File: src/rtl/uart_tx_ctrl_pkg.sv
// uart_tx_pkg -- shared constants for the UART transmit frame sequencer.
//   * FSM state codes (IDLE/START/DATA/PARITY/STOP)
//   * Output bit-mux select codes (MUX_IDLE/MUX_START/MUX_DATA/MUX_PAR)
//   * Parity type codes (PAR_EVEN/PAR_ODD)
//   * state_to_mux(): line level source selected while in a given state
package uart_tx_pkg;

    localparam logic [2:0] IDLE   = 3'd0;
    localparam logic [2:0] START  = 3'd1;
    localparam logic [2:0] DATA   = 3'd2;
    localparam logic [2:0] PARITY = 3'd3;
    localparam logic [2:0] STOP   = 3'd4;

    localparam logic [1:0] MUX_IDLE  = 2'd0;
    localparam logic [1:0] MUX_START = 2'd1;
    localparam logic [1:0] MUX_DATA  = 2'd2;
    localparam logic [1:0] MUX_PAR   = 2'd3;

    localparam logic PAR_EVEN = 1'b0;
    localparam logic PAR_ODD  = 1'b1;

    // Stop bits and idle share the same '1' level source.
    function automatic logic [1:0] state_to_mux(input logic [2:0] st);
        case (st)
            START:   return MUX_START;
            DATA:    return MUX_DATA;
            PARITY:  return MUX_PAR;
            default: return MUX_IDLE;
        endcase
    endfunction

endpackage

File: src/rtl/uart_tx_ctrl_if.sv
// uart_tx_ctrl_if -- host-side byte handshake of the UART transmitter.
//   DATA_VALID  host offers a byte
//   P_DATA      byte to send
//   PAR_EN      1 = insert parity bit
//   PAR_TYP     0 = even, 1 = odd
//   data_ready  controller can accept a byte this cycle
// master: host side; slave: uart_tx_ctrl.
interface uart_tx_ctrl_if;

    logic       DATA_VALID;
    logic [7:0] P_DATA;
    logic       PAR_EN;
    logic       PAR_TYP;
    logic       data_ready;

    modport master (output DATA_VALID, P_DATA, PAR_EN, PAR_TYP, input data_ready);
    modport slave  (input DATA_VALID, P_DATA, PAR_EN, PAR_TYP, output data_ready);

endinterface

File: src/rtl/uart_bit_timer.sv
// uart_bit_timer -- prescale counter that marks the end of each UART bit.
//   CLK, RST  clock / asynchronous active-low reset
//   en        count while a frame is in progress
//   clear     restart the bit period (state change)
//   bit_end   last cycle of the current bit period
module uart_bit_timer #(
    parameter int PRESCALE = 8,
    parameter int PRESC_W  = 8
) (
    input  logic CLK,
    input  logic RST,
    input  logic en,
    input  logic clear,
    output logic bit_end
);

    logic [PRESC_W-1:0] cnt;

    assign bit_end = en && (cnt == PRESC_W'(PRESCALE - 1));

    // NOTE: sequential state uses non-blocking assignments so every flop
    // samples the values present before the clock edge.
    always_ff @(posedge CLK or negedge RST) begin
        if (!RST) begin
            cnt <= '0;
        end else if (clear) begin
            cnt <= '0;
        end else if (en) begin
            cnt <= bit_end ? '0 : cnt + 1'b1;
        end
    end

endmodule

File: src/rtl/uart_tx_ctrl.sv
// uart_tx_ctrl -- UART transmit frame sequencer.
//   CLK, RST     clock / asynchronous active-low reset
//   host         byte handshake (uart_tx_ctrl_if.slave)
//   ser_pdata    latched byte to the serializer
//   ser_par_typ  latched parity type to the parity calculator
//   ser_en       one-cycle advance pulse to the serializer
//   ser_data     current serial data bit from the serializer
//   ser_done     serializer is presenting its 8th bit
//   par_bit      parity bit from the parity calculator
//   mux_sel      registered line source select
//   TX_OUT       serial line
//   busy         frame in progress
// Build option: UART_TX_TWO_STOP_EN -- two stop bits instead of one.
module uart_tx_ctrl
    import uart_tx_pkg::*;
#(
    parameter int PRESCALE = 8,
    parameter int PRESC_W  = 8
) (
    input  logic          CLK,
    input  logic          RST,
    uart_tx_ctrl_if.slave host,
    output logic [7:0]    ser_pdata,
    output logic          ser_par_typ,
    output logic          ser_en,
    input  logic          ser_data,
    input  logic          ser_done,
    input  logic          par_bit,
    output logic [1:0]    mux_sel,
    output logic          TX_OUT,
    output logic          busy
);

    logic [2:0] state_q;
    logic [2:0] state_d;
    logic [2:0] bit_idx;
    logic       par_en_q;
    logic       bit_end;
    logic       last_stop;
    logic       data_last;
    logic       ready;
    logic       accept;

    uart_bit_timer #(
        .PRESCALE(PRESCALE),
        .PRESC_W (PRESC_W)
    ) u_timer (
        .CLK    (CLK),
        .RST    (RST),
        .en     (busy),
        .clear  (state_d != state_q),
        .bit_end(bit_end)
    );

`ifdef UART_TX_TWO_STOP_EN
    logic stop_idx;

    always_ff @(posedge CLK or negedge RST) begin
        if (!RST) begin
            stop_idx <= 1'b0;
        end else if (state_q != STOP) begin
            stop_idx <= 1'b0;
        end else if (bit_end) begin
            stop_idx <= ~stop_idx;
        end
    end

    assign last_stop = stop_idx;
`else
    assign last_stop = 1'b1;
`endif

    assign busy            = (state_q != IDLE);
    assign ready           = (state_q == IDLE) || ((state_q == STOP) && bit_end && last_stop);
    assign host.data_ready = ready;
    assign accept          = host.DATA_VALID && ready;

    // Leave DATA after the 8th bit even if ser_done never shows up.
    assign data_last = bit_end && (ser_done || (bit_idx == 3'd7));

    // Advance pulses: end of START, then end of every data bit except the last.
    assign ser_en = bit_end && ((state_q == START) || ((state_q == DATA) && !data_last));

    // NOTE: every combinational output gets a default first so no path
    // through the case statement can infer a latch.
    always_comb begin
        state_d = state_q;
        case (state_q)
            IDLE:    if (accept) state_d = START;
            START:   if (bit_end) state_d = DATA;
            DATA:    if (data_last) state_d = par_en_q ? PARITY : STOP;
            PARITY:  if (bit_end) state_d = STOP;
            STOP:    if (bit_end && last_stop) state_d = accept ? START : IDLE;
            default: state_d = IDLE;
        endcase
    end

    // NOTE: the byte/config latch is reset along with the FSM so the
    // serializer sees known values straight out of reset.
    always_ff @(posedge CLK or negedge RST) begin
        if (!RST) begin
            state_q     <= IDLE;
            mux_sel     <= MUX_IDLE;
            ser_pdata   <= 8'h00;
            ser_par_typ <= PAR_EVEN;
            par_en_q    <= 1'b0;
            bit_idx     <= 3'd0;
        end else begin
            state_q <= state_d;
            // Registered from the next state so the line switches with the state.
            mux_sel <= state_to_mux(state_d);
            if (accept) begin
                ser_pdata   <= host.P_DATA;
                ser_par_typ <= host.PAR_TYP;
                par_en_q    <= host.PAR_EN;
            end
            if (state_q != DATA) begin
                bit_idx <= 3'd0;
            end else if (bit_end) begin
                bit_idx <= bit_idx + 3'd1;
            end
        end
    end

    // mux_sel resets asynchronously to MUX_IDLE, which forces the line high.
    always_comb begin
        TX_OUT = 1'b1;
        case (mux_sel)
            MUX_START: TX_OUT = 1'b0;
            MUX_DATA:  TX_OUT = ser_data;
            MUX_PAR:   TX_OUT = par_bit;
            default:   TX_OUT = 1'b1;
        endcase
    end

endmodule

File: src/flat_wrapper.sv
// flat-port wrapper written by rule: the top's interface ports become plain ports
module uart_tx_ctrl_flat import uart_tx_pkg::*;
#(
    parameter int PRESCALE = 8,
    parameter int PRESC_W  = 8
)
  (CLK, RST, ser_pdata, ser_par_typ, ser_en, ser_data, ser_done, par_bit, mux_sel, TX_OUT, busy, host_DATA_VALID, host_P_DATA, host_PAR_EN, host_PAR_TYP, host_data_ready);
  uart_tx_ctrl_if host_i ();
  input  logic CLK;
  input  logic RST;
  output logic [7:0] ser_pdata;
  output logic ser_par_typ;
  output logic ser_en;
  input  logic ser_data;
  input  logic ser_done;
  input  logic par_bit;
  output logic [1:0] mux_sel;
  output logic TX_OUT;
  output logic busy;
  input wire logic [$bits(host_i.DATA_VALID)-1:0] host_DATA_VALID;
  input wire logic [$bits(host_i.P_DATA)-1:0] host_P_DATA;
  input wire logic [$bits(host_i.PAR_EN)-1:0] host_PAR_EN;
  input wire logic [$bits(host_i.PAR_TYP)-1:0] host_PAR_TYP;
  output wire logic [$bits(host_i.data_ready)-1:0] host_data_ready;
  assign host_i.DATA_VALID = host_DATA_VALID;
  assign host_i.P_DATA = host_P_DATA;
  assign host_i.PAR_EN = host_PAR_EN;
  assign host_i.PAR_TYP = host_PAR_TYP;
  assign host_data_ready = host_i.data_ready;
  uart_tx_ctrl #(.PRESCALE(PRESCALE), .PRESC_W(PRESC_W)) u_core (.CLK(CLK), .RST(RST), .host(host_i), .ser_pdata(ser_pdata), .ser_par_typ(ser_par_typ), .ser_en(ser_en), .ser_data(ser_data), .ser_done(ser_done), .par_bit(par_bit), .mux_sel(mux_sel), .TX_OUT(TX_OUT), .busy(busy));
endmodule
File: config.mk
export PLATFORM = sky130hd
export DESIGN_NAME = uart_tx_ctrl_flat
export DESIGN_NICKNAME = d
export VERILOG_FILES = /design/src/rtl/uart_tx_ctrl_pkg.sv /design/src/rtl/uart_tx_ctrl_if.sv /design/src/rtl/uart_bit_timer.sv /design/src/rtl/uart_tx_ctrl.sv /design/src/flat_wrapper.sv
export SDC_FILE = /design/constraint.sdc
export NUM_CORES = 1
export LEC_CHECK = 0
export BUFFER_PORTS_ARGS = -buffer_cell sky130_fd_sc_hd__buf_4
export CAP_MARGIN = 20
export CORE_ASPECT_RATIO = 1.1
export CORE_UTILIZATION = 52
export DETAILED_ROUTE_END_ITERATION = 6
export GPL_TIMING_DRIVEN = 0
export HOLD_SLACK_MARGIN = 0.12
export PLACE_DENSITY = 0.77
export SLEW_MARGIN = 20
export SYNTH_ARGS = -nofsm -noshare
export SYNTH_HDL_FRONTEND = slang
export SYNTH_SLANG_ARGS = --single-unit
export TNS_END_PERCENT = 10
File: constraint.sdc
create_clock -name CLK -period 2.35 [get_ports CLK]
set_clock_uncertainty 0.05 [all_clocks]
set_input_delay 0.235 -clock CLK [delete_from_list [all_inputs] [get_ports CLK]]
set_output_delay 0.235 -clock CLK [all_outputs]
set_load 0.05 [all_outputs]
Word-level counts from Yosys, hierarchy flattened
Cells that the tools add are included.
{"block": "word_totals", "word_cells": 52, "output_inout_bits": 15, "reg_bits": 26, "in_bits": 16}
{"block": "op_classes", "n_addsub": 2, "muxes": 15, "reduce_logical": 14, "eq_ne": 14}
{"op": "$mux W3", "count": 8}
{"op": "$mux W8", "count": 3}
{"op": "$pmux W3 S5", "count": 1}
{"op": "$eq A3 B2 Y1 const B", "count": 4}
{"op": "$add A8 B1 Y8 const B", "count": 1}
{"op": "$eq A8 B3 Y1 const B", "count": 1}
{"op": "$eq A3 B1 Y1 const B", "count": 2}
{"op": "$eq A3 B3 Y1 const B", "count": 2}
{"op": "$logic_and A1 B1 Y1", "count": 6}
{"op": "$pmux W2 S3", "count": 1}
{"op": "$eq A2 B2 Y1 const B", "count": 2}
{"op": "$reduce_bool A2 Y1", "count": 2}
{"op": "$add A3 B1 Y3 const B", "count": 1}
{"op": "$logic_not A3 Y1", "count": 1}
{"op": "$logic_or A1 B1 Y1", "count": 3}
{"op": "$ne A3 B2 Y1 const B", "count": 1}
{"op": "$ne A3 B3 Y1", "count": 1}
{"op": "$pmux W1 S3", "count": 1}
{"op": "$reduce_bool A3 Y1", "count": 1}
{"op": "$eq A2 B1 Y1 const B", "count": 1}
{"op": "$logic_not A1 Y1", "count": 1}
{"op": "$mux W1", "count": 1}

Logic depth before layout (Yosys ltp)
Gate-level depths: netlist (run 1).
{"block": "logic_depth", "ltp_word": 10, "depth_mapped": 7}

Modules after synthesis
Synthesis (run 1) repeated with hierarchy kept, for this count alone.
{"block": "unflattened", "cells_unflattened": 123, "hier_area_um2": 1373.8}
{"mod": "uart_tx_ctrl", "cells_per_inst": 73, "seq_area_each_um2": 450.4, "instances": 1, "area_per_inst_um2": 905.9}
{"mod": "uart_bit_timer", "cells_per_inst": 50, "seq_area_each_um2": 200.2, "instances": 1, "area_per_inst_um2": 467.9}

Least setup slack after synthesis (run 1)
Ideal clock, no wire load.
{"block": "synth_path", "path_kind": "flip-flop to output port", "startpoint": "register u_core.u_timer.cnt[0]", "endpoint": "output port ser_en", "arrival_ns": 2.389, "path_stages_with_launch": 6, "slack_ns": -0.324, "n_path_buf": 1, "t_required_ns": 2.065, "cell_sequence": "dfrtp_1 ha_1 and3b_1 clkbuf_1 nand2_1 nor3_1"}
{"block": "synth_via", "elab_chain_cells": 7}
{"element": "start: declaration", "line": "uart_bit_timer.sv:17", "rtl": "logic [PRESC_W-1:0] cnt;"}
{"element": "start signal: assignment", "line": "uart_bit_timer.sv:29", "rtl": "cnt <= bit_end ? '0 : cnt + 1'b1;"}
{"element": "$eq A8 B3 Y1 *", "line": "uart_bit_timer.sv:19", "rtl": "assign bit_end = en && (cnt == PRESC_W'(PRESCALE - 1));"}
{"element": "$logic_and A1 B1 Y1 *", "line": "uart_bit_timer.sv:19"}
{"element": "$logic_and A1 B1 Y1", "line": "uart_tx_ctrl.sv:79", "rtl": "assign data_last = bit_end && (ser_done || (bit_idx == 3'd7));"}
{"element": "$logic_not A1 Y1", "line": "uart_tx_ctrl.sv:82", "rtl": "assign ser_en = bit_end && ((state_q == START) || ((state_q == DATA) && !data_last));"}
{"element": "$logic_and A1 B1 Y1", "line": "uart_tx_ctrl.sv:82"}
{"element": "$logic_or A1 B1 Y1", "line": "uart_tx_ctrl.sv:82"}
{"element": "$logic_and A1 B1 Y1 *", "line": "uart_tx_ctrl.sv:82"}
{"element": "end: declaration", "line": "flat_wrapper.sv:13", "rtl": "output logic ser_en;"}
Mark *: on every way between the ends. The rest lies on a longest branch, timed or not.

Final worst setup path (run 1)
{"block": "layout_path", "startpoint": "register u_core.u_timer.cnt[0]", "endpoint": "output port host_data_ready"}
{"block": "layout_via", "elab_chain_cells": 4}
{"element": "$eq A8 B3 Y1", "line": "uart_bit_timer.sv:19"}
{"element": "$logic_and A1 B1 Y1", "line": "uart_bit_timer.sv:19"}
{"element": "$logic_and A1 B1 Y1", "line": "uart_tx_ctrl.sv:74", "rtl": "assign ready = (state_q == IDLE) || ((state_q == STOP) && bit_end && last_stop);"}
{"element": "$logic_or A1 B1 Y1", "line": "uart_tx_ctrl.sv:74"}
{"element": "end: declaration", "line": "flat_wrapper.sv:24", "rtl": "output wire logic [$bits(host_i.data_ready)-1:0] host_data_ready;"}
No other way between the ends.

==> summary.md, run 1 <==
| Metric | Value |
|---|---|
| Hold_sp | host_DATA_VALID |
| I/O Pins | 31 |
| FILL cells | around 180 |
| Initial Util | ~55% |
| WL/cell | roughly 14 µm |
| Core footprint | around 2500 µm² |
| Synthesized instance count | 122 |
| Ys async rst share | 100% |
| Via density | between 5 and 6 |
| Flops & latches, synth | 26 |
| Clk pin slew, worst setup/hold paths | between 0.1 and 0.15 ns |
| Grt total ovfl | 0 |
| Vias in the first global route | around 1,200 |
| Slew Limit Fails | 0 |
| Die Area | 2800 µm² |
| Peak supply drop | 0.819 mV |
| Hold Crit Endpoint | u_core.ser_pdata[0]$_DFFE_PN0N_ |
| Iteration count of the initial detailed-routing pass | 4 |
| Worst EP arrival | around 1.9 ns |
| Share of layout cells above drive strength 1 | around a third |
| Worst-Skew Late Latency | about 0.32 ns |
| Status | completed |
| Synth-to-Final Area Change | 34.3% |
| Pleak | 0.000828 µW |
| Final ANT Viol Nets | 0 |
| Crit path from | u_core.u_timer.cnt[0]$_DFFE_PN0P_ |
| Post-synth cell types | 34 |
| Mapped cell area | ~1400 µm² |
| Slew @ Worst Pin | 0.616 ns |
| Peak Freq | ~460 MHz |
| CP max stage delay | ~0.45 ns |
| FF-to-FF path depth | 7 |
| CP Max Fanout | 6 |
| DR vias | 1,115 |
| Hold crit path type | input pin to register |
| Post-synth net total | between 100 and 150 |
| Fin crit share | roughly 93% |
| Final setup vio count | 0 |
| GRT Util Overall | ~23% |
| Worst r2r dst | u_core.ser_pdata[4]$_DFFE_PN0N_ |
| Setup Crit Path Kind | register to output port |
| Crit. End Element | output port |
| Reg2reg start | u_core.u_timer.cnt[0]$_DFFE_PN0P_ |
| CTS Buf Count | 3 |
| Critical path launch point type | register |
| Final Wtd Congestion | about 0.85 |
| Synthesized area per cell | around 11 µm² |
| Critical path's top delay family | flip-flops |
| Antenna diodes | 0 |
| Placed Area | approximately 1600 µm² |
| Final hold violations | 0 |
| # DRC | 0 |
| Crit-path cells | ha_1 > and3b_2 > buf_12 > a21oi_2 > nor3_1 > buf_4 |
| Clock buffer depth | 2 |
| Seq/Total Area, Yosys | between 40% and 50% |
| Initial antenna violation count | 0 |
| Root Buffer | clkbuf_4 |
| Synth Warn # | 0 |
| Iteration-0 DRC Markers | 28 |
| Port bufs | 30 |
| # Max-Cap Violations | 0 |
| # clock sinks | 26 |
| Min Tclk post-route | about 2.2 ns |
| Worst path buffer plus inverter count | 2 |
| Final instance area | 1810 µm² |
| Number of flops mapped to enable cells by yosys | 0 |
| CTS tree | yes |
| Most common cell after layout, fill and taps aside | buf_4 |
| Number of cell rows | 19 |
| Hold path depth | 3 |
| First-pass GRT wire length | around 5000 µm |
| Nets | approximately 190 |
| Post-DP HPWL | about 1800 µm |
| RSZ-0062 raised after global routing | false |
| Die width | between 50 and 60 µm |
| Post-synth top flop | dfrtp_1 |
| Worst Path Required | slightly above 2 ns |
| Most frequent cells in the layout | buf_4, dfrtp_1, dlygate4sd3_1 |
| Final wirelength | between 2000 and 3000 µm |
| Reg-to-reg slack, setup | ~0.24 ns |
| P per Cell Area | between 1000 and 1500 nW/µm² |
| # H-tree levels | 1 |
| Final Util | 73.3% |
| Die H | roughly 55 µm |
| Slew margin rel. | about 59% |
| Largest net degree at the start of global routing | 27 |
| Slowest CP cell | dfrtp_1 |
state kept, by name (all words and copies together) (netlist names):
register	count
u_core.bit_idx	3
u_core.u_timer.cnt	8
u_core.state_q	3
u_core.ser_pdata	8
u_core.par_en_q	1
u_core.ser_par_typ	1
u_core.mux_sel	2
cell usage after synthesis, types with 4 or more instances:
cell | instances | area share, %
nor3_1 | 10 | 3.7
nand2_1 | 10 | 2.8
dfrtp_1 | 26 | 48
mux2_4 | 8 | 8.9
a21oi_1 | 8 | 3.0
clkbuf_1 | 4 | 1.1
nand3_1 | 6 | 2.2
o21ai_0 | 6 | 2.2
nor2_1 | 5 | 1.4
worst reg2reg max path: cells and delay by family, from the launching register on:
kind / cells / cell delay, ns
buffers and inverters: 2 / 0.32
DFF: 1 / 0.45
muxes: 1 / 0.32
adders and majority gates: 1 / 0.26
and+or+nand+nor: 2 / 0.44
AOI/OAI and AO/OA: 1 / 0.17
per-stage QoR:
step                      worst slack, ns  TNS (ns)  hold WS [ns]  cells  power, µW
after floorplan                    -0.115    -0.115        -0.111    122       1670
final                               0.163         0         0.239    199       2370
after CTS                         0.00458         0         0.234    199       2370
after global routing               0.0186         0         0.237    199       2500
after detailed placement           0.0850         0         0.110    183       2010
after global placement             0.0977         0         0.107    183       1980
power breakdown:
part | internal [µW] | leakage (µW) | switching [µW]
sequential | 602 | 0.000328 | 140
combinational | 503 | 0.000472 | 819
clock | 173 | 0.0000279 | 134
total | 1280 | 0.000828 | 1090
worst max-delay path by stage:
| stage | end | cells after the start |
|---|---|---|
| finish | host_data_ready | 6 |
| global route | ser_en | 5 |
| detailed placement | u_core.u_timer.cnt[2]$_DFFE_PN0P_ | 6 |
| floorplan | host_data_ready | 5 |
| CTS | ser_en | 5 |
| global placement | u_core.u_timer.cnt[7]$_DFFE_PN0P_ | 6 |
metal layers:
layer | track usage (%) | vias up | routed length [µm]
met5 | 0 | - | 0
met1 | 26.9 | 536 | 1200
met2 | 41.0 | 36 | 1470
met3 | 2.75 | 7 | 95
li1 | - | 536 | -
met4 | 9.13 | 0 | 43
final cells by class:
| class | instances | area (µm²) | area share [%] |
|---|---|---|---|
| repair buffers | 44 | 370 | 20.4 |
| inverters | 3 | 11.3 | 0.621 |
| clock buffers | 3 | 22.5 | 1.24 |
| well taps | 31 | 38.8 | 2.14 |
| flip-flops and latches | 26 | 651 | 35.9 |
| multi-input cells | 88 | 671 | 37.0 |
| plain buffers | 3 | 18.8 | 1.04 |
| clock inverters | 1 | 30.0 | 1.66 |
what timing repair did:
item	CTS	global route
endpoints found under the hold margin	36	0
gates resized for setup	1	1
hold buffers	11	0
pin swaps	1	0
endpoints found under the setup margin	1	2
buffers inserted	2	1
cells by family (layout without fill, tap and decap cells):
group / count (synthesis) / after routing / share of synthesized area [%]
simple gates: 43 / 43 / 18.4
fa+ha+maj: 3 / 3 / 2.78
compound gates: 26 / 26 / 13.4
buf+inv: 8 / 54 / 2.78
mux: 10 / 10 / 10.6
flops: 26 / 26 / 48.2
xor+xnor: 6 / 6 / 3.89
(Power assumes the default switching activity.)
==> run 2: changes to the inputs <==
==> constraint.sdc (replaced) <==
create_clock -name CLK -period 2.3 [get_ports CLK]
set_clock_uncertainty 0.05 [all_clocks]
set_input_delay 0.23 -clock CLK [delete_from_list [all_inputs] [get_ports CLK]]
set_output_delay 0.23 -clock CLK [all_outputs]
set_load 0.05 [all_outputs]
==> summary.md, run 2 (synthesized netlist as in run 1, its figures left out) <==
| Metric | Value |
|---|---|
| Status | completed |
| Crit. End Element | output port |
| Met1 Use GR | about 27% |
| Final hold violations | 0 |
| Vias in the first global route | 1,155 |
| Peak supply drop | between 0.8 and 0.9 mV |
| Critical path launch point type | register |
| Net Switching | ~1100 µW |
| Die Area | between 2000 and 3000 µm² |
| RSZ-0062 raised after global routing | false |
| Die H | about 55 µm |
| Slew Limit Fails | 0 |
| Pre-CTS setup slack | between 0.03 and 0.04 ns |
| Share of layout cells above drive strength 1 | between 30% and 40% |
| Grt total ovfl | 0 |
| # DRC | 0 |
| Setup Crit Path Kind | register to output port |
| Clk pin slew, worst setup/hold paths | approximately 0.14 ns |
| Peak Freq | about 460 MHz |
| First-pass GRT wire length | roughly 4900 µm |
| Worst-Skew Late Latency | around 0.32 ns |
| Hold crit path type | input pin to register |
| Worst Path Required | ~2.0 ns |
| Slowest CP cell | dfrtp_1 |
| I/O Pins | 31 |
| FILL cells | 173 |
| # H-tree levels | 1 |
| Final wirelength | around 2800 µm |
| Met3 Track Usage GR | under 10% |
| Worst EP arrival | about 1.9 ns |
| Die width | ~50 µm |
| Number of cell rows | 19 |
| # clock sinks | 26 |
| DR vias | 1,117 |
| Most frequent cells in the layout | buf_4, dfrtp_1, dlygate4sd3_1 |
| Power share of the clock group | 12.9% |
| Slew @ Worst Pin | roughly 0.62 ns |
| Setup WS post-layout | roughly 0.15 ns |
| Initial Util | 54.6% |
| Logic gate share of total power | roughly 56% |
| CP Max Fanout | 6 |
| Switching Fraction | 46.0% |
| Clock buffer depth | 2 |
| Final Util | ~74% |
| Largest net degree at the start of global routing | 27 |
| Final ANT Viol Nets | 0 |
| WL/cell | between 10 and 15 µm |
| Worst hold margin | between 0.2 and 0.25 ns |
| CP max stage delay | 0.43 ns |
| GRT Util Overall | 22.8% |
| Crit-path cells | ha_1 > and3b_2 > buf_12 > a21oi_2 > nor3_1 > buf_4 |
| CTS Buf Count | 3 |
| Post-DP HPWL | approximately 1800 µm |
| Count of non-filler cells in the finished layout | 200 |
| Synth-to-Final Area Change | 34.9% |
| Inst Count DP | roughly 180 |
| Met2 usage | approximately two fifths |
| CTS tree | yes |
| Antenna diodes | 0 |
| Root Buffer | clkbuf_4 |
| Iteration-0 DRC Markers | 35 |
| Fin crit share | slightly above 90% |
| Via density | roughly 5.6 |
| Slew margin rel. | 58.6% |
| Most common cell after layout, fill and taps aside | buf_4 |
| P_int | between 1000 and 1500 µW |
| # Max-Cap Violations | 0 |
| Nets | approximately 190 |
| Min Tclk post-route | about 2.2 ns |
| Sequential power share | a little under a third |
| Final setup vio count | 0 |
| Pleak | between 0.0008 and 0.0009 µW |
| Initial antenna violation count | 0 |
| Biggest regs | u_core.ser_pdata x8, u_core.u_timer.cnt x8 |
| Core footprint | approximately 2500 µm² |
| Iteration count of the initial detailed-routing pass | 4 |
| Final Wtd Congestion | roughly 0.85 |
| P per Cell Area | 1340 nW/µm² |
| Grt peak-use layer | met2 |
| Port bufs | 30 |
## run 2: cell types whose count changed in the layout (fill, tap and decap cells not counted)
cell,previous run,this run
dfrtp_2,0,1
buf_4,32,33
dfrtp_1,26,25
## run 2: path summary, 6_finish.rpt
path                            cells after the start  slack, ns                               from                         endpoint
min in group asynchronous                           2       0.28                                RST      u_core.state_q[2]$_DFF_PN0_
worst min-delay path                                3       0.24                    host_DATA_VALID  u_core.ser_pdata[0]$_DFFE_PN0N_
worst max-delay path                                6       0.15  u_core.u_timer.cnt[0]$_DFFE_PN0P_                  host_data_ready
worst min register to register                      1       0.48    u_core.ser_pdata[0]$_DFFE_PN0N_  u_core.ser_pdata[0]$_DFFE_PN0N_
worst max register to register                      7       0.22  u_core.u_timer.cnt[0]$_DFFE_PN0P_  u_core.ser_pdata[4]$_DFFE_PN0N_
max in group asynchronous                           2       1.67                                RST      u_core.state_q[1]$_DFF_PN0_
## run 2: cell type report
cell class	instances	area (µm²)	share of cell area, %
sequential	26	652	35.8
clock inverter	1	30.0	1.65
buffer	3	18.8	1.03
tap	31	38.8	2.13
clock buffer	3	22.5	1.24
inverter	3	11.3	0.618
timing repair buffer	45	378	20.7
multi-input combinational	88	671	36.8
## run 2: timing repair
action                                  in CTS  in global routing
pin swaps                                    1                  0
hold buffers                                11                  0
buffers inserted                             2                  2
gates resized for setup                      2                  1
hold endpoints to repair                    36                  0
endpoints found under the setup margin       2                  1
## run 2: metal layers
layer,routed length (µm),vias up
met2,1490,43
met5,0,-
met3,120,5
li1,-,540
met4,36,0
met1,1200,529
## run 2: worst max-delay path: cells and delay by family, from the launching register on
| family | cells | cell delay [ns] |
|---|---|---|
| DFF | 1 | 0.43 |
| buffers and inverters | 2 | 0.36 |
| and+or+nand+nor | 2 | 0.34 |
| adders and majority gates | 1 | 0.25 |
| AOI/OAI and AO/OA | 1 | 0.17 |
## run 2: per-stage QoR
stage               setup TNS, ns  instance area [µm²]  power (µW)
global placement                0                 1620        2030
global route                    0                 1820        2570
finish                          0                 1820        2440
detailed placement              0                 1620        2050
CTS                             0                 1800        2420
floorplan                  -0.160                 1360        1700
## run 2: power groups by stage
stage	Sequential (µW)	Combinational, µW	Clock (µW)
floorplan	1070	635	0
global placement	737	1290	0
detailed placement	748	1310	0
CTS	738	1360	317
global route	781	1450	335
finish	757	1370	314
==> run 3: changes to the inputs <==
--- a/config.mk
+++ b/config.mk
@@ -8,13 +8,14 @@
 export BUFFER_PORTS_ARGS = -buffer_cell sky130_fd_sc_hd__buf_4
 export CAP_MARGIN = 20
 export CORE_ASPECT_RATIO = 1.1
-export CORE_UTILIZATION = 52
+export CORE_UTILIZATION = 53
 export DETAILED_ROUTE_END_ITERATION = 6
 export GPL_TIMING_DRIVEN = 0
 export HOLD_SLACK_MARGIN = 0.12
-export PLACE_DENSITY = 0.77
+export PLACE_DENSITY = 0.78
 export SLEW_MARGIN = 20
 export SYNTH_ARGS = -nofsm -noshare
 export SYNTH_HDL_FRONTEND = slang
+export SYNTH_HIERARCHICAL = 1
 export SYNTH_SLANG_ARGS = --single-unit
 export TNS_END_PERCENT = 10
==> summary.md, run 3 <==
| Metric | Value |
|---|---|
| Status | complete, but fails checks |
| Failing checks | negative setup slack |
| Slew @ Worst Pin | between 0.3 and 0.4 ns |
| Worst EP arrival | roughly 2.1 ns |
| FF-to-FF path depth | 11 |
| Inst Count DP | about 180 |
| Min Tclk post-route | between 2 and 2.5 ns |
| P per Cell Area | 1290 nW/µm² |
| Core footprint | roughly 2300 µm² |
| Port bufs | 30 |
| Number of flops mapped to enable cells by yosys | 0 |
| Hold Crit Endpoint | u_core/mux_sel[0]$_DFF_PN0_ |
| Critical path's top delay family | simple AND/OR/NAND/NOR gates |
| Share of layout cells above drive strength 1 | a little under half |
| Worst Path Required | roughly 2 ns |
| GRT Util Overall | between 20% and 30% |
| Top cell type's share of synthesized area | between 40% and 50% |
| Final wirelength | ~3300 µm |
| WL/cell | approximately 16 µm |
| Iteration-0 DRC Markers | 47 |
| RSZ-0062 raised after global routing | true |
| Power share of the clock group | between 10% and 20% |
| Reg-to-reg slack, setup | -0.02 ns |
| Count of non-filler cells in the finished layout | around 210 |
| Critical path launch point type | register |
| Crit-path cells | ha_2 > nor4b_4 > nand3_2 > nor2_4 > buf_6 > nor3b_4 > buf_6 |
| I/O Pins | 31 |
| Peak Freq | 429 MHz |
| Die Area | ~2800 µm² |
| Antenna diodes | 0 |
| Ys async rst share | 100% |
| Grt peak-use layer | met2 |
| # H-tree levels | 1 |
| Switching Fraction | 45.8% |
| Met3 Track Usage GR | 3.86% |
| DR vias | 1,191 |
| Clk pin slew, worst setup/hold paths | between 0.15 and 0.2 ns |
| Most common cell after layout, fill and taps aside | buf_4 |
| # clock sinks | 26 |
| Worst path most repeated cell | buf_6 |
| CP max stage delay | 0.39 ns |
| Slowest CP cell | dfrtp_1 |
| P_int | approximately 1400 µW |
| Largest net degree at the start of global routing | 27 |
| Post-synth cell types | 38 |
| Flops & latches, synth | 26 |
| Synth area leader | dfrtp_1 |
| Hold path depth | 3 |
| CP Max Fanout | 7 |
| Final Wtd Congestion | about 0.89 |
| Initial antenna violation count | 0 |
| Slew margin rel. | approximately 78% |
| Peak supply drop | between 1 and 1.5 mV |
| Biggest regs | u_core/ser_pdata x8, u_core/u_timer/cnt x8 |
| CTS Buf Count | 3 |
| Post-synth net total | 143 |
| Mapped cell area | 1370 µm² |
| Synth top cells by count | dfrtp_1, nand2_1, mux2_2 |
| Synth-to-Final Area Change | 41.6% |
| Fin crit share | 101% |
| Die H | ~55 µm |
| Net Switching | 1140 µW |
| Iteration count of the initial detailed-routing pass | 5 |
| Post-synth top flop | dfrtp_1 |
| Met2 usage | a little over two fifths |
| Number of cell rows | 18 |
| Post-DP HPWL | approximately 1900 µm |
| Setup WS post-layout | -0.0310 ns |
| Synthesized area per cell | approximately 11 µm² |
| Via density | about 5.7 |
| Top post-synthesis cells by area | dfrtp_1, mux2_2, ha_1 |
| Die width | roughly 50 µm |
| Vias in the first global route | 1,134 |
| Top-count cell post-synth | dfrtp_1 |
| Worst path buffer plus inverter count | 2 |
| Setup Crit Path Kind | register to output port |
| CTS tree | yes |
| First-pass GRT wire length | 5230 µm |
| Met1 Use GR | between 30% and 40% |
| Synthesized instance count | 123 |
| Seq/Total Area, Yosys | between 40% and 50% |
| Setup_tns | -0.0888 ns |
| Slew Limit Fails | 0 |
| Final setup vio count | 4 |
| Clock buffer depth | 2 |
| Initial Util | 58.7% |
| Pleak | between 0.0008 and 0.0009 µW |
| Nets | a little under 200 |
| Most frequent cells in the layout | buf_4, dfrtp_1, dlygate4sd3_1, nand2_1, mux2_2 |
| Synth Warn # | 6 |
| FILL cells | around 130 |
| # DRC | 0 |
| Hold crit path type | input pin to register |
| Crit. End Element | output port |
| Final ANT Viol Nets | 0 |
| Worst r2r dst | u_core/u_timer/cnt[6]$_DFFE_PN0P_ |
| Grt total ovfl | 0 |
| Logic gate share of total power | just under 60% |
| Sequential power share | around 29% |
| Final hold violations | 0 |
| Worst-Skew Late Latency | ~0.34 ns |
| Hold_sp | host_DATA_VALID |
| Root Buffer | clkbuf_4 |
| Reg2reg start | u_core/u_timer/cnt[0]$_DFFE_PN0P_ |
| # Max-Cap Violations | 0 |
[run 3: area by class of cell]
class                      count  area (µm²)  share of cell area [%]
inverter                       3        11.3                   0.579
sequential                    26         653                    33.6
tap                           30        37.5                    1.93
clock inverter                 1        30.0                    1.54
multi-input combinational     89         733                    37.7
timing repair buffer          51         418                    21.5
buffer                         5        40.0                    2.06
clock buffer                   3        22.5                    1.16
[run 3: worst register-to-register path: cells and delay by family (launching register included)]
family	cells	cell delay [ns]
AO/OA/AOI/OAI	5	0.78
AND/OR/NAND/NOR	4	0.70
flip-flops	1	0.39
adder cells (fa/ha/maj)	1	0.18
buffers and inverters	1	0.13
[run 3: power by group through the flow]
stage | clock [µW] | sequential, µW | combinational [µW]
2_1_floorplan | 0 | 1060 | 608
3_3_place_gp | 0 | 732 | 1230
3_5_place_dp | 0 | 741 | 1260
4_1_cts | 321 | 714 | 1330
5_1_grt | 350 | 744 | 1530
6_report | 323 | 727 | 1450
[run 3: logic make-up after synthesis]
kind of cell | count (synthesis) | share of synthesized area (%)
AOI/OAI and AO/OA | 25 | 12.7
buffers and inverters | 8 | 3.19
and+or+nand+nor | 44 | 20.3
DFF | 26 | 47.4
xor gates and xnor gates | 4 | 2.55
adders and majority gates | 4 | 3.64
muxes | 12 | 10.2
[run 3: how the worst max path moves through the flow]
stage,start,cells past startpoint,endpoint
2_1_floorplan,u_core/state_q[2]$_DFF_PN0_,11,u_core/u_timer/cnt[6]$_DFFE_PN0P_
3_3_place_gp,u_core/u_timer/cnt[0]$_DFFE_PN0P_,10,u_core/u_timer/cnt[7]$_DFFE_PN0P_
3_5_place_dp,u_core/u_timer/cnt[0]$_DFFE_PN0P_,10,u_core/u_timer/cnt[7]$_DFFE_PN0P_
4_1_cts,u_core/u_timer/cnt[1]$_DFFE_PN0P_,7,ser_en
5_1_grt,u_core/u_timer/cnt[0]$_DFFE_PN0P_,7,ser_en
6_report,u_core/u_timer/cnt[0]$_DFFE_PN0P_,7,ser_en
[run 3: per-stage QoR]
stage / area (µm²) / worst slack (ns) / util, % / hold slack [ns] / power, µW
2_1_floorplan: 1390 / 0.0735 / - / -0.116 / 1660
4_1_cts: 1860 / 0.0217 / 79.4 / 0.156 / 2370
3_5_place_dp: 1660 / -0.273 / 70.7 / 0.108 / 2000
6_report: 1950 / -0.0310 / 83.1 / 0.145 / 2500
3_3_place_gp: 1660 / -0.202 / 70.7 / 0.0992 / 1970
5_1_grt: 1950 / -0.155 / 83.1 / 0.143 / 2620
[run 3: repair_timing]
item                                    CTS  global route
cloned                                    0             0
setup buffers                             2             8
hold buffers                             11             0
pin swaps                                 0             4
endpoints found under the setup margin    7             7
resized for setup                         7            10
hold endpoints to repair                 36             0
[run 3: metal layers]
metal,vias up,part of all wire [%]
met4,0,3.5
met2,54,54
met1,572,37
met3,12,5.1
li1,553,-
met5,-,0
